===== src/rtl/mem_stage_pkg.sv =====
// Shared types and lane helpers for the memory-access stage.
// The package keeps the codebase name `definitions`.
package definitions;

    typedef logic [4:0] RegAddr;

    typedef enum logic [1:0] {
        SZ_BYTE = 2'd0,
        SZ_HALF = 2'd1,
        SZ_WORD = 2'd2
    } MemSize;

    typedef enum logic [1:0] {
        IDLE = 2'd0,
        BUSY = 2'd1,
        DONE = 2'd2
    } MemState;

    function automatic logic is_misaligned(input MemSize sz, input logic [1:0] off);
        logic mis;
        case (sz)
            SZ_BYTE: mis = 1'b0;
            SZ_HALF: mis = off[0];
            SZ_WORD: mis = (off != 2'd0);
            default: mis = (off != 2'd0);
        endcase
        return mis;
    endfunction

    function automatic logic [3:0] byte_enables(input MemSize sz, input logic [1:0] off);
        logic [3:0] be;
        case (sz)
            SZ_BYTE: be = 4'b0001 << off;
            SZ_HALF: be = off[1] ? 4'b1100 : 4'b0011;
            SZ_WORD: be = 4'b1111;
            default: be = 4'b1111;
        endcase
        return be;
    endfunction

    function automatic logic [31:0] replicate_store(input MemSize sz, input logic [31:0] sd);
        logic [31:0] wd;
        case (sz)
            SZ_BYTE: wd = {4{sd[7:0]}};
            SZ_HALF: wd = {2{sd[15:0]}};
            SZ_WORD: wd = sd;
            default: wd = sd;
        endcase
        return wd;
    endfunction

endpackage


===== src/rtl/mem_stage_load_align.sv =====
// Load extraction: selects the addressed byte/half from a read word and
// sign- or zero-extends it to 32 bits.
module load_align
    import definitions::*;
(
    input  logic [31:0] rdata,
    input  logic [1:0]  addr,
    input  MemSize      mem_size,
    input  logic        mem_unsigned,
    output logic [31:0] result
);

    logic [31:0] byte_lane_s;
    logic [31:0] half_lane_s;

    assign byte_lane_s = rdata >> {addr, 3'b000};
    assign half_lane_s = rdata >> {addr[1], 4'b0000};

    // Lane select and extension
    always_comb begin
        result = rdata;
        case (mem_size)
            SZ_BYTE: result = {{24{~mem_unsigned & byte_lane_s[7]}}, byte_lane_s[7:0]};
            SZ_HALF: result = {{16{~mem_unsigned & half_lane_s[15]}}, half_lane_s[15:0]};
            SZ_WORD: result = rdata;
            default: result = rdata;
        endcase
    end

endmodule


===== src/rtl/mem_stage.sv =====
// Memory-access pipeline stage: issues a registered request/ready data-memory
// transaction for loads/stores and stalls upstream until it completes.
module mem_stage
    import definitions::*;
(
    input  logic        clk,
    input  logic        rst,
    input  logic        valid,
    input  logic        mem_read,
    input  logic        mem_write,
    input  MemSize      mem_size,
    input  logic        mem_unsigned,
    input  logic [31:0] alu_out,
    input  logic [31:0] store_data,
    input  logic        reg_write,
    input  logic        memToReg,
    input  RegAddr      rd_a,
    output logic        dmem_req,
    output logic        dmem_we,
    output logic [31:0] dmem_addr,
    output logic [3:0]  dmem_be,
    output logic [31:0] dmem_wdata,
    input  logic        dmem_ready,
    input  logic [31:0] dmem_rdata,
    output logic        stall,
    output logic        misalign_err,
    output logic        reg_write_o,
    output logic        memToReg_o,
    output logic [31:0] mem_out_o,
    output logic [31:0] alu_out_o,
    output RegAddr      rd_a_o
);

    MemState     state_r;
    MemState     state_nxt_s;
    logic        dmem_req_r;
    logic        dmem_we_r;
    logic [31:0] dmem_addr_r;
    logic [3:0]  dmem_be_r;
    logic [31:0] dmem_wdata_r;
    logic [31:0] rdata_q_r;
    logic [31:0] load_s;
    logic        mem_op_s;
    logic        misalign_s;
    logic        start_s;

    assign mem_op_s   = valid & (mem_read | mem_write);
    assign misalign_s = mem_op_s & is_misaligned(mem_size, alu_out[1:0]);
    assign start_s    = mem_op_s & ~misalign_s;

    assign dmem_req   = dmem_req_r;
    assign dmem_we    = dmem_we_r;
    assign dmem_addr  = dmem_addr_r;
    assign dmem_be    = dmem_be_r;
    assign dmem_wdata = dmem_wdata_r;
    assign alu_out_o  = alu_out;
    assign rd_a_o     = rd_a;
    assign memToReg_o = memToReg;

    // Upstream holds size and address bits through DONE, so the live inputs
    // steer extraction of the captured word.
    load_align u_load_align (
        .rdata        (rdata_q_r),
        .addr         (alu_out[1:0]),
        .mem_size     (mem_size),
        .mem_unsigned (mem_unsigned),
        .result       (load_s)
    );

    // State register, request fields and read-data capture
    always_ff @(posedge clk) begin
        if (rst) begin
            state_r      <= IDLE;
            dmem_req_r   <= 1'b0;
            dmem_we_r    <= 1'b0;
            dmem_addr_r  <= 32'd0;
            dmem_be_r    <= 4'd0;
            dmem_wdata_r <= 32'd0;
            rdata_q_r    <= 32'd0;
        end else begin
            state_r <= state_nxt_s;
            case (state_r)
                IDLE: begin
                    if (start_s) begin
                        dmem_req_r   <= 1'b1;
                        dmem_we_r    <= mem_write;
                        dmem_addr_r  <= {alu_out[31:2], 2'b00};
                        dmem_be_r    <= byte_enables(mem_size, alu_out[1:0]);
                        dmem_wdata_r <= replicate_store(mem_size, store_data);
                    end
                end
                BUSY: begin
                    if (dmem_ready) begin
                        dmem_req_r <= 1'b0;
                        rdata_q_r  <= dmem_rdata;
                    end
                end
                default: dmem_req_r <= 1'b0;
            endcase
        end
    end

    // Next state and handshake outputs; reset forces the idle pass-through view
    always_comb begin
        state_nxt_s  = state_r;
        stall        = 1'b0;
        misalign_err = 1'b0;
        reg_write_o  = 1'b0;
        mem_out_o    = 32'd0;
        if (rst) begin
            state_nxt_s = IDLE;
            reg_write_o = valid & reg_write & ~mem_op_s;
        end else begin
            case (state_r)
                IDLE: begin
                    reg_write_o  = valid & reg_write & ~mem_op_s;
                    misalign_err = misalign_s;
                    stall        = start_s;
                    state_nxt_s  = start_s ? BUSY : IDLE;
                end
                BUSY: begin
                    stall       = 1'b1;
                    state_nxt_s = dmem_ready ? DONE : BUSY;
                end
                DONE: begin
                    reg_write_o = reg_write & ~mem_write;
                    mem_out_o   = load_s;
                    state_nxt_s = IDLE;
                end
                default: state_nxt_s = IDLE;
            endcase
        end
    end

endmodule


===== config.mk =====
export PLATFORM = sky130hd
export DESIGN_NAME = mem_stage
export DESIGN_NICKNAME = d
export VERILOG_FILES = /design/src/rtl/mem_stage_pkg.sv /design/src/rtl/mem_stage_load_align.sv /design/src/rtl/mem_stage.sv
export SDC_FILE = /design/constraint.sdc
export NUM_CORES = 1
export LEC_CHECK = 0
export ABC_CLOCK_PERIOD_IN_PS = 2650
export CAP_MARGIN = 30
export CORE_AREA = 5 5 119 121
export CTS_CLUSTER_SIZE = 40
export DETAILED_ROUTE_END_ITERATION = 8
export DIE_AREA = 0 0 124 126
export PLACE_DENSITY = 0.8
export SLEW_MARGIN = 25
export SYNTH_ARGS = -nofsm -noshare
export SYNTH_HDL_FRONTEND = slang
export SYNTH_SLANG_ARGS = --single-unit

===== constraint.sdc =====
create_clock -name clk -period 2.65 [get_ports clk]
set_clock_uncertainty 0.2 [all_clocks]
set_input_delay 0.6625 -clock clk [delete_from_list [all_inputs] [get_ports clk]]
set_output_delay 0.6625 -clock clk [all_outputs]
set_load 0.05 [all_outputs]

# [Word-level counts from Yosys, hierarchy flattened]
# Index checks and enable logic that the tools add are counted.
[word_totals] register_bits=102 inputBits=112 output_inout_bits=143 wordCells=53
[op_classes] n_eq_ne=5 shift=3 muxes=19 bitwise=13 reduce_logical=6
[op_table] operator="case mux 32 bit (2 select lines)" count=2
[op_table] operator="2-to-1 mux 32 bit" count=2
[op_table] operator="right shift 32 x 5 -> 16 bit" count=1
[op_table] operator="right shift 32 x 5 -> 8 bit" count=1
[op_table] operator="bitwise AND 1 bit" count=8
[op_table] operator="case mux 1 bit (2 select lines)" count=4
[op_table] operator="case mux 4 bit (2 select lines)" count=1
[op_table] operator="2-to-1 mux 1 bit" count=7
[op_table] operator="AND reduction 2 bit" count=3
[op_table] operator="equality test 2 x 1 -> 1 bit (second input constant)" count=2
[op_table] operator="logical NOT 2 bit" count=2
[op_table] operator="2-to-1 mux 4 bit" count=1
[op_table] operator="inequality test 2 bit (second input constant)" count=2
[op_table] operator="NOT 1 bit" count=4
[op_table] operator="case mux 2 bit (2 select lines)" count=1
[op_table] operator="<< shifter 1 x 2 -> 4 bit (first input constant)" count=1
[op_table] operator="equality test 2 bit (second input constant)" count=1
[op_table] operator="2-to-1 mux 2 bit" count=1
[op_table] operator="nonzero test 2 bit" count=1
[op_table] operator="bitwise OR 1 bit" count=1

# [Logic depth before layout (Yosys ltp)]
# Gate-level depths: netlist (run 1).
[logic_depth] ltp_word=7 mapped_depth=8 depth_no_buf=4

# [By module]
# From an unflattened synthesis (run 1), not the netlist that was laid out.
[hier_totals] hier_cells=671 hier_area_um2=5426.5
[modules_own_cells] module="mem_stage" n_inst=1 cells_per_inst=578 area_per_inst_um2=4717.0 seq_area_each_um2=2042.0
[modules_own_cells] module="load_align" n_inst=1 cells_per_inst=93 area_per_inst_um2=709.4 seq_area_each_um2=0.0

# [Worst setup path before layout (run 1)]
# No wires, ideal clock.
[synth_path] path_kind="input to output" startpoint="in rst" endpoint="out reg_write_o" arrival_ps=2584 t_required_ps=1788 slack_ps=-796 stages=3 n_path_buf=1 cell_sequence="clkbuf_1 -> nor2b_1 -> nor4b_1"
[synth_via] elab_chain_len=1
[synth_rtl] element="start: declaration" line="mem_stage.sv:7" source="input logic rst,"
[synth_rtl] element="2-to-1 mux 1 bit" line="mem_stage.sv:110" source="if (rst) begin"
[synth_rtl] element="end: declaration" line="mem_stage.sv:27" source="output logic reg_write_o,"
# No other way between the ends.

# [Worst setup path after layout (run 1)]
[layout_path] startpoint="in alu_out[1]" endpoint="out mem_out_o[20]"
[layout_via] elab_chain_len=5 word_cells_on_any_way=7 cone_classes="2 x shift; 3 x mux; 2 x bitwise"
[layout_rtl] element="start: declaration" line="mem_stage.sv:13" source="input logic [31:0] alu_out,"
[layout_rtl] element="right shift 32 x 5 -> 16 bit or right shift 32 x 5 -> 8 bit (tied branches)" line="mem_stage_load_align.sv:17, mem_stage_load_align.sv:16"
[layout_rtl] element="bitwise AND 1 bit, on equally long branches" line="mem_stage_load_align.sv:24, mem_stage_load_align.sv:23"
[layout_rtl] element="case mux 32 bit (2 select lines) (*)" line="mem_stage_load_align.sv:22" source="case (mem_size)"
[layout_rtl] element="2-to-1 mux 32 bit (*)" line="mem_stage.sv:114" source="case (state_r)"
[layout_rtl] element="2-to-1 mux 32 bit (*)" line="mem_stage.sv:110"
[layout_rtl] element="end: declaration" line="mem_stage.sv:29" source="output logic [31:0] mem_out_o,"
# Every way passes the cells marked *; elsewhere a longest branch is shown, timed or not.

==> results of run 1 <==
==> through the flow <==
step	instances	total power, uW	setup slack (ns)	cell area, um2	hold slack (ns)
finish	1054	4210	-0.229	9200	0.257
global route	1054	4370	-0.282	9200	0.270
CTS	1045	4210	-0.238	9050	0.256
detailed placement	1015	2900	-0.736	8370	0.246
global placement	1015	2890	-0.676	8370	0.244
floorplan	648	2400	-0.196	5500	0.236
==> placed cells by master, fill, tap and decap left out, types with 8 or more instances in the layout <==
cell / count
a211oi_1: 9
a21oi_1: 103
a21oi_4: 22
a311oi_1: 10
buf_12: 52
buf_4: 57
buf_6: 32
clkbuf_16: 9
clkdlybuf4s50_1: 164
dfxtp_1: 102
inv_1: 18
mux2i_1: 16
nand2_1: 82
nand3_1: 39
nor2_4: 10
o2111ai_1: 8
o21ai_0: 54
==> worst max-delay path, cell delays in order <==
cell,delay (ns)
buf_12,0.11
mux2i_4,0.30
buf_6,0.14
nor3b_4,0.04
o31ai_4,0.24
buf_6,0.15
buf_12,0.14
a21oi_2,0.05
buf_6,0.17
==> flip-flops by register name, indices dropped and copies added (netlist names) <==
register / count
dmem_addr: 30
dmem_be: 4
dmem_req: 1
dmem_wdata: 32
dmem_we: 1
rdata_q_r: 32
state_r: 2
==> power by group <==
group          switching (uW)  leakage, uW  total, uW  internal, uW
sequential               42.5     0.000831       1650          1610
clock                     603     0.000136       1270           664
combinational             750      0.00231       1300           547
==> layer usage <==
metal | up-vias | routed length, um | GRT usage (%)
met4 | 0 | 848 | 12.2
li1 | 2694 | - | -
met5 | - | 0 | 0
met2 | 257 | 10300 | 42.5
met3 | 55 | 1610 | 5.47
met1 | 2692 | 7890 | 31.0
==> worst max path at each step <==
stage / cells past startpoint / slack, ns / endpoint
final: 9 / -0.23 / mem_out_o[20]
after CTS: 9 / -0.24 / mem_out_o[30]
after global placement: 8 / -0.68 / mem_out_o[20]
after detailed placement: 8 / -0.74 / mem_out_o[5]
after global routing: 8 / -0.28 / mem_out_o[16]
after floorplan: 7 / -0.20 / mem_out_o[21]
==> final cells by class <==
type	count	area, um2	share of cell area, %
Sequential cell	102	2040	22.2
Timing Repair Buffer	316	3630	39.5
Tap cell	176	220	2.39
Clock buffer	11	243	2.64
Antenna cell	1	2.50	0.0272
Multi-Input combinational cell	423	2940	31.9
Clock inverter	4	31.3	0.340
Inverter	21	90.1	0.979
==> logic make-up (layout without fill, tap and decap cells) <==
family | after synthesis | after routing | synth area share, %
multiplexers | 26 | 26 | 5.47
buffers and inverters | 123 | 352 | 13.1
AND/OR/NAND/NOR | 158 | 158 | 14.4
flip-flops | 102 | 102 | 39.5
AO/OA/AOI/OAI | 237 | 237 | 27.4
other | 1 | 3 | 0.0726
==> what timing repair did <==
item                                   CTS  global route
gates cloned                             2             0
setup endpoints to repair               61            54
endpoints found under the hold margin    0             0
gates resized for setup                 81            30
pin swaps                               23            12
buffers inserted                        14            12
==> summary.txt, run 1 <==
Global route
  • Largest net degree at the start of global routing: 68
  • Tot GR Track Use: 25.5%
  • Number of global-route vias before repair: 5709
  • First-pass GRT wire length: 31200 um
  • Grt total ovfl: 0
  • Initial antenna violation count: 1

Clock network
  • H-tree lvl count: 3
  • Clock buffer count from CTS: 9
  • Clock Latency Late Sink: 0.35 ns
  • TritonCTS Sinks: 102
  • Cts hold-fix bufs: 0
  • Clock slew at reported path FFs: 0.06 ns
  • CTS tree: done
  • Clk buf depth: 2
  • Root Driver: clkbuf_16

Synth
  • Post-synth EDFFs: 0
  • Ranking of synthesized cells by area: dfxtp_1 (40%), a21oi_1 (11%), buf_4 (6.5%)
  • Post-synthesis cell area: between 5000 and 6000 um2
  • Top cells by count, synth: a21oi_1 (118), dfxtp_1 (102), nand2_1 (82)
  • Mapped Cells: roughly 650
  • Register area share after synthesis: 39.5%
  • Syn. warnings: 0
  • Asr flop ratio synth: 0%
  • Most common cell in the netlist: a21oi_1
  • Cell accounting for the most synthesized area: dfxtp_1
  • Yosys cell types: 47
  • Share of the synthesized area in the top cell type: 39.5%
  • Post-synthesis register bit count: 102
  • Most used flip-flop cell after synthesis: dfxtp_1
  • Syn Area/Cell: 7.98 um2

Timing
  • Setup TNS: -5.34 ns
  • Worst-Margin Slew: 0.570 ns
  • Fin. Hold Viols: 0
  • Period minus WS final: 2.88 ns
  • Slew headroom: 61.9%
  • Final Slew Violations: 0
  • Final setup fails: 34
  • Unrepaired setup endpoints after global routing: true
  • Final period util: 109%
  • Fmax: between 300 and 400 MHz
  • Worst Slack Setup Final: -0.229 ns

Floorplan
  • Core area: 13000 um2
  • Die X: 124 um
  • Die H: 126 um
  • I/O pin cnt: about 260
  • FP Rows: 42
  • Die ar.: 15600 um2
  • Initial core utilization: 39.8%

Worst hold path
  • Hold Path Depth: 2
  • Worst min path class: register to register
  • Hold_sp: rdata_q_r[3]
  • WHS Endpoint: rdata_q_r[3]

Layout
  • Layout cell share with drive strength beyond 1: 27.6%
  • Final Core Density: between 70% and 80%
  • Fillers: 958
  • Synth-to-Final Area Change: 78.1%
  • Final #Nets: between 900 and 1000

Detailed routing
  • Routed WL: 20700 um
  • Via count: 5698
  • DRT Pass-1 Iters: 5
  • Initial DRC Count: 521
  • Wire per inst: 19.6 um
  • Vias/cell: 5.41
  • Antenna Violating Nets Remaining: 0
  • DRC viols: 0

Outcome
  • Status: complete, but fails checks
  • Violated checks: negative setup slack

Flow run
  • MaxCap Viol Count: 0

Critical path
  • CP max FO: 8
  • Worst Path Arrival: 2.02 ns
  • Setup slack, reg-to-reg: 0.51 ns
  • Reg2reg start: state_r[1]
  • Worst Setup SP: alu_out[1]
  • WS Path Type: input pin to output pin
  • Worst-case reg-to-reg path depth: 7
  • Critical Path Source Type: input pin
  • Reg2Reg Capture Point: dmem_addr[24]
  • CP endpoint kind: output pin
  • CP Data Required Time: 1.79 ns

Place
  • Hpwl dp: ~14000 um
  • IO Port Bufs: 240
  • Final GP Congestion: 0.847

Pwr
  • Pleak: 0.00328 uW
  • Power per standard cell area: ~460 nW/um2
  • Maximum vdd drop: 0.000298 V
(Power assumes the default switching activity.)
==> run 2, diff against run 1 <==
--- a/config.mk
+++ b/config.mk
@@ -7,11 +7,13 @@
 export LEC_CHECK = 0
 export ABC_CLOCK_PERIOD_IN_PS = 2650
 export CAP_MARGIN = 30
-export CORE_AREA = 5 5 119 121
+export CORE_AREA = 5 5 117 119
+export CTS_BUF_LIST = sky130_fd_sc_hd__clkbuf_8
 export CTS_CLUSTER_SIZE = 40
 export DETAILED_ROUTE_END_ITERATION = 8
-export DIE_AREA = 0 0 124 126
-export PLACE_DENSITY = 0.8
+export DIE_AREA = 0 0 122 124
+export PLACE_DENSITY = 0.82
+export SETUP_SLACK_MARGIN = 0.5
 export SLEW_MARGIN = 25
 export SYNTH_ARGS = -nofsm -noshare
 export SYNTH_HDL_FRONTEND = slang
==> summary.txt, run 2 (synthesis results as in run 1) <==
Timing
  • Worst Slack Setup Final: -0.321 ns
  • Fmax: ~340 MHz
  • Period minus WS final: around 3 ns
  • Final period util: 112%
  • Slew headroom: roughly two thirds
  • Worst-Margin Slew: 0.516 ns
  • Final Slew Violations: 0
  • Fin. Hold Viols: 0
  • Final setup fails: 34
  • Final hold slack: 0.262 ns
  • Unrepaired setup endpoints after global routing: true

Clock network
  • Root Driver: clkbuf_8
  • Clk buf depth: 2
  • Cts hold-fix bufs: 0
  • TritonCTS Sinks: 102
  • Clock slew at reported path FFs: about 0.1 ns
  • H-tree lvl count: 3
  • CTS tree: done
  • Clock Latency Late Sink: about 0.35 ns
  • Clock buffer count from CTS: 9

Pwr
  • Pleak: 0.00338 uW
  • Seq pwr share: 42.1%
  • Switching power total: 1340 uW
  • Sw frac: 34.0%
  • Maximum vdd drop: 0.000377 V
  • Power per standard cell area: roughly 440 nW/um2
  • Pint: around 2600 uW
  • Clk pwr share: between 20% and 30%
  • Comb power frac: 31.7%

Detailed routing
  • Met3 wire length: 1400 um
  • WL met2: 10400 um
  • Initial DRC Count: 477
  • Via count: roughly 5800
  • Top Layer Used: met4
  • Routed WL: 20500 um
  • Antenna Violating Nets Remaining: 0
  • DRC viols: 0
  • DRT Pass-1 Iters: 7
  • Vias/cell: 5.53
  • Wire length on met1: about 8000 um
  • Wire per inst: 19.6 um

Layout
  • Layout cell share with drive strength beyond 1: 29.4%
  • Antenna cells: 0
  • Final #Nets: 980
  • Most common cell after layout, fill and taps aside: a21oi_1
  • Synth-to-Final Area Change: 73.0%
  • Post-route cell area: 8930 um2
  • Final non-filler cell total: 1045
  • Most frequent cells in the layout: a21oi_1 (102), dfxtp_1 (100), nand2_1 (82)

Worst hold path
  • Worst min path class: register to register
  • Hold Path Depth: 2
  • Hold_sp: rdata_q_r[5]

Floorplan
  • FP Rows: 41
  • I/O pin cnt: 255
  • Initial core utilization: 41.4%
  • Die ar.: 15100 um2
  • Die X: 122 um
  • Core area: 12500 um2
  • Die H: 124 um

Global route
  • Tot GR Track Use: 25.6%
  • Number of global-route vias before repair: 5712
  • Initial antenna violation count: 0
  • Grt total ovfl: 0
  • First-pass GRT wire length: roughly 30000 um
  • Largest net degree at the start of global routing: 69

Critical path
  • Critical path's top delay family: buffers and inverters
  • CP Data Required Time: 1.79 ns
  • Buf/Inv on CP: 5
  • WS Path Type: input pin to output pin
  • Reg2reg start: state_r[1]
  • Worst Path Arrival: 2.11 ns
  • CP endpoint: mem_out_o[3]
  • CP endpoint kind: output pin
  • Reg2Reg Capture Point: dmem_wdata[18]
  • CP max FO: 8
  • Setup slack, reg-to-reg: 0.64 ns
  • Worst-case reg-to-reg path depth: 6
  • Crit-path cells: buf_8 > buf_12 > buf_8 > mux2_4 > a222oi_1 > buf_4 > nor2_4 > buf_12
  • Worst Setup SP: alu_out[1]
  • Crit-path max cell delay: 0.36 ns
  • Slowest CP cell: a222oi_1
  • Critical Path Source Type: input pin
  • Total number of cells along the worst setup path: 8

Outcome
  • Violated checks: negative setup slack
  • Status: complete, but fails checks

Place
  • Final GP Congestion: 0.930
  • IO Port Bufs: 240
  • Placed Area: between 8000 and 9000 um2
  • Hpwl dp: 14400 um
  • Setup WS pre-CTS: -0.774 ns
  • Post-placement cell count: 1010

Flow run
  • MaxCap Viol Count: 0
run 2: layout make-up:
type | count | area [um2]
flip-flops and latches | 102 | 2040
fillers | 925 | 3530
repair buffers | 311 | 3460
clock inverters | 5 | 56.3
multi-input cells | 423 | 2920
clock buffers | 11 | 151
well taps | 172 | 215
inverters | 21 | 81.3
run 2: power by group through the flow:
stage / logic, uW / registers (uW) / clock network, uW
2_1_floorplan: 515 / 1890 / 0
3_3_place_gp: 1200 / 1680 / 0
3_5_place_dp: 1220 / 1690 / 0
4_1_cts: 1210 / 1650 / 1060
5_1_grt: 1300 / 1660 / 1120
6_report: 1240 / 1650 / 1030
run 2: repair_timing:
action | in CTS | in global routing
pin swaps | 12 | 13
setup buffers | 12 | 4
gates cloned | 2 | 1
endpoints found under the hold margin | 0 | 0
gates resized for setup | 191 | 97
setup endpoints to repair | 200 | 122
run 2: tightest hold or removal path, cell delays in order, from the launching register on:
cell and delay (ns):
dfxtp_1 0.32, nand2_1 0.05, a21oi_1 0.05
run 2: routing by layer:
layer / vias to the layer above / GRT usage, %
met1: 2758 / 30.7
li1: 2684 / -
met3: 52 / 5.95
met5: - / 0
met4: 0 / 11.5
met2: 281 / 43.9
run 2: metrics by stage:
stage | TNS (ns) | total power, uW | util (%)
floorplan | -4.21 | 2410 | -
global placement | -28.84 | 2880 | 67.0
detailed placement | -33.42 | 2900 | 67.0
CTS | -6.97 | 3910 | 71.0
global route | -9.11 | 4080 | 71.7
finish | -7.30 | 3930 | 71.7
run 2: worst min-delay path by stage:
stage / slack, ns / end
finish: 0.26 / rdata_q_r[5]
global route: 0.29 / rdata_q_r[2]
CTS: 0.26 / rdata_q_r[5]
detailed placement: 0.25 / rdata_q_r[5]
global placement: 0.25 / rdata_q_r[5]
floorplan: 0.24 / rdata_q_r[0]
==> run 3, diff against run 2 <==
--- a/config.mk
+++ b/config.mk
@@ -9,6 +9,7 @@
 export CAP_MARGIN = 30
 export CORE_AREA = 5 5 117 119
 export CTS_BUF_LIST = sky130_fd_sc_hd__clkbuf_8
+export CTS_CLUSTER_DIAMETER = 120
 export CTS_CLUSTER_SIZE = 40
 export DETAILED_ROUTE_END_ITERATION = 8
 export DIE_AREA = 0 0 122 124
==> results of run 3 <==
Final layout, timing and power as in run 2 (identical DEF).
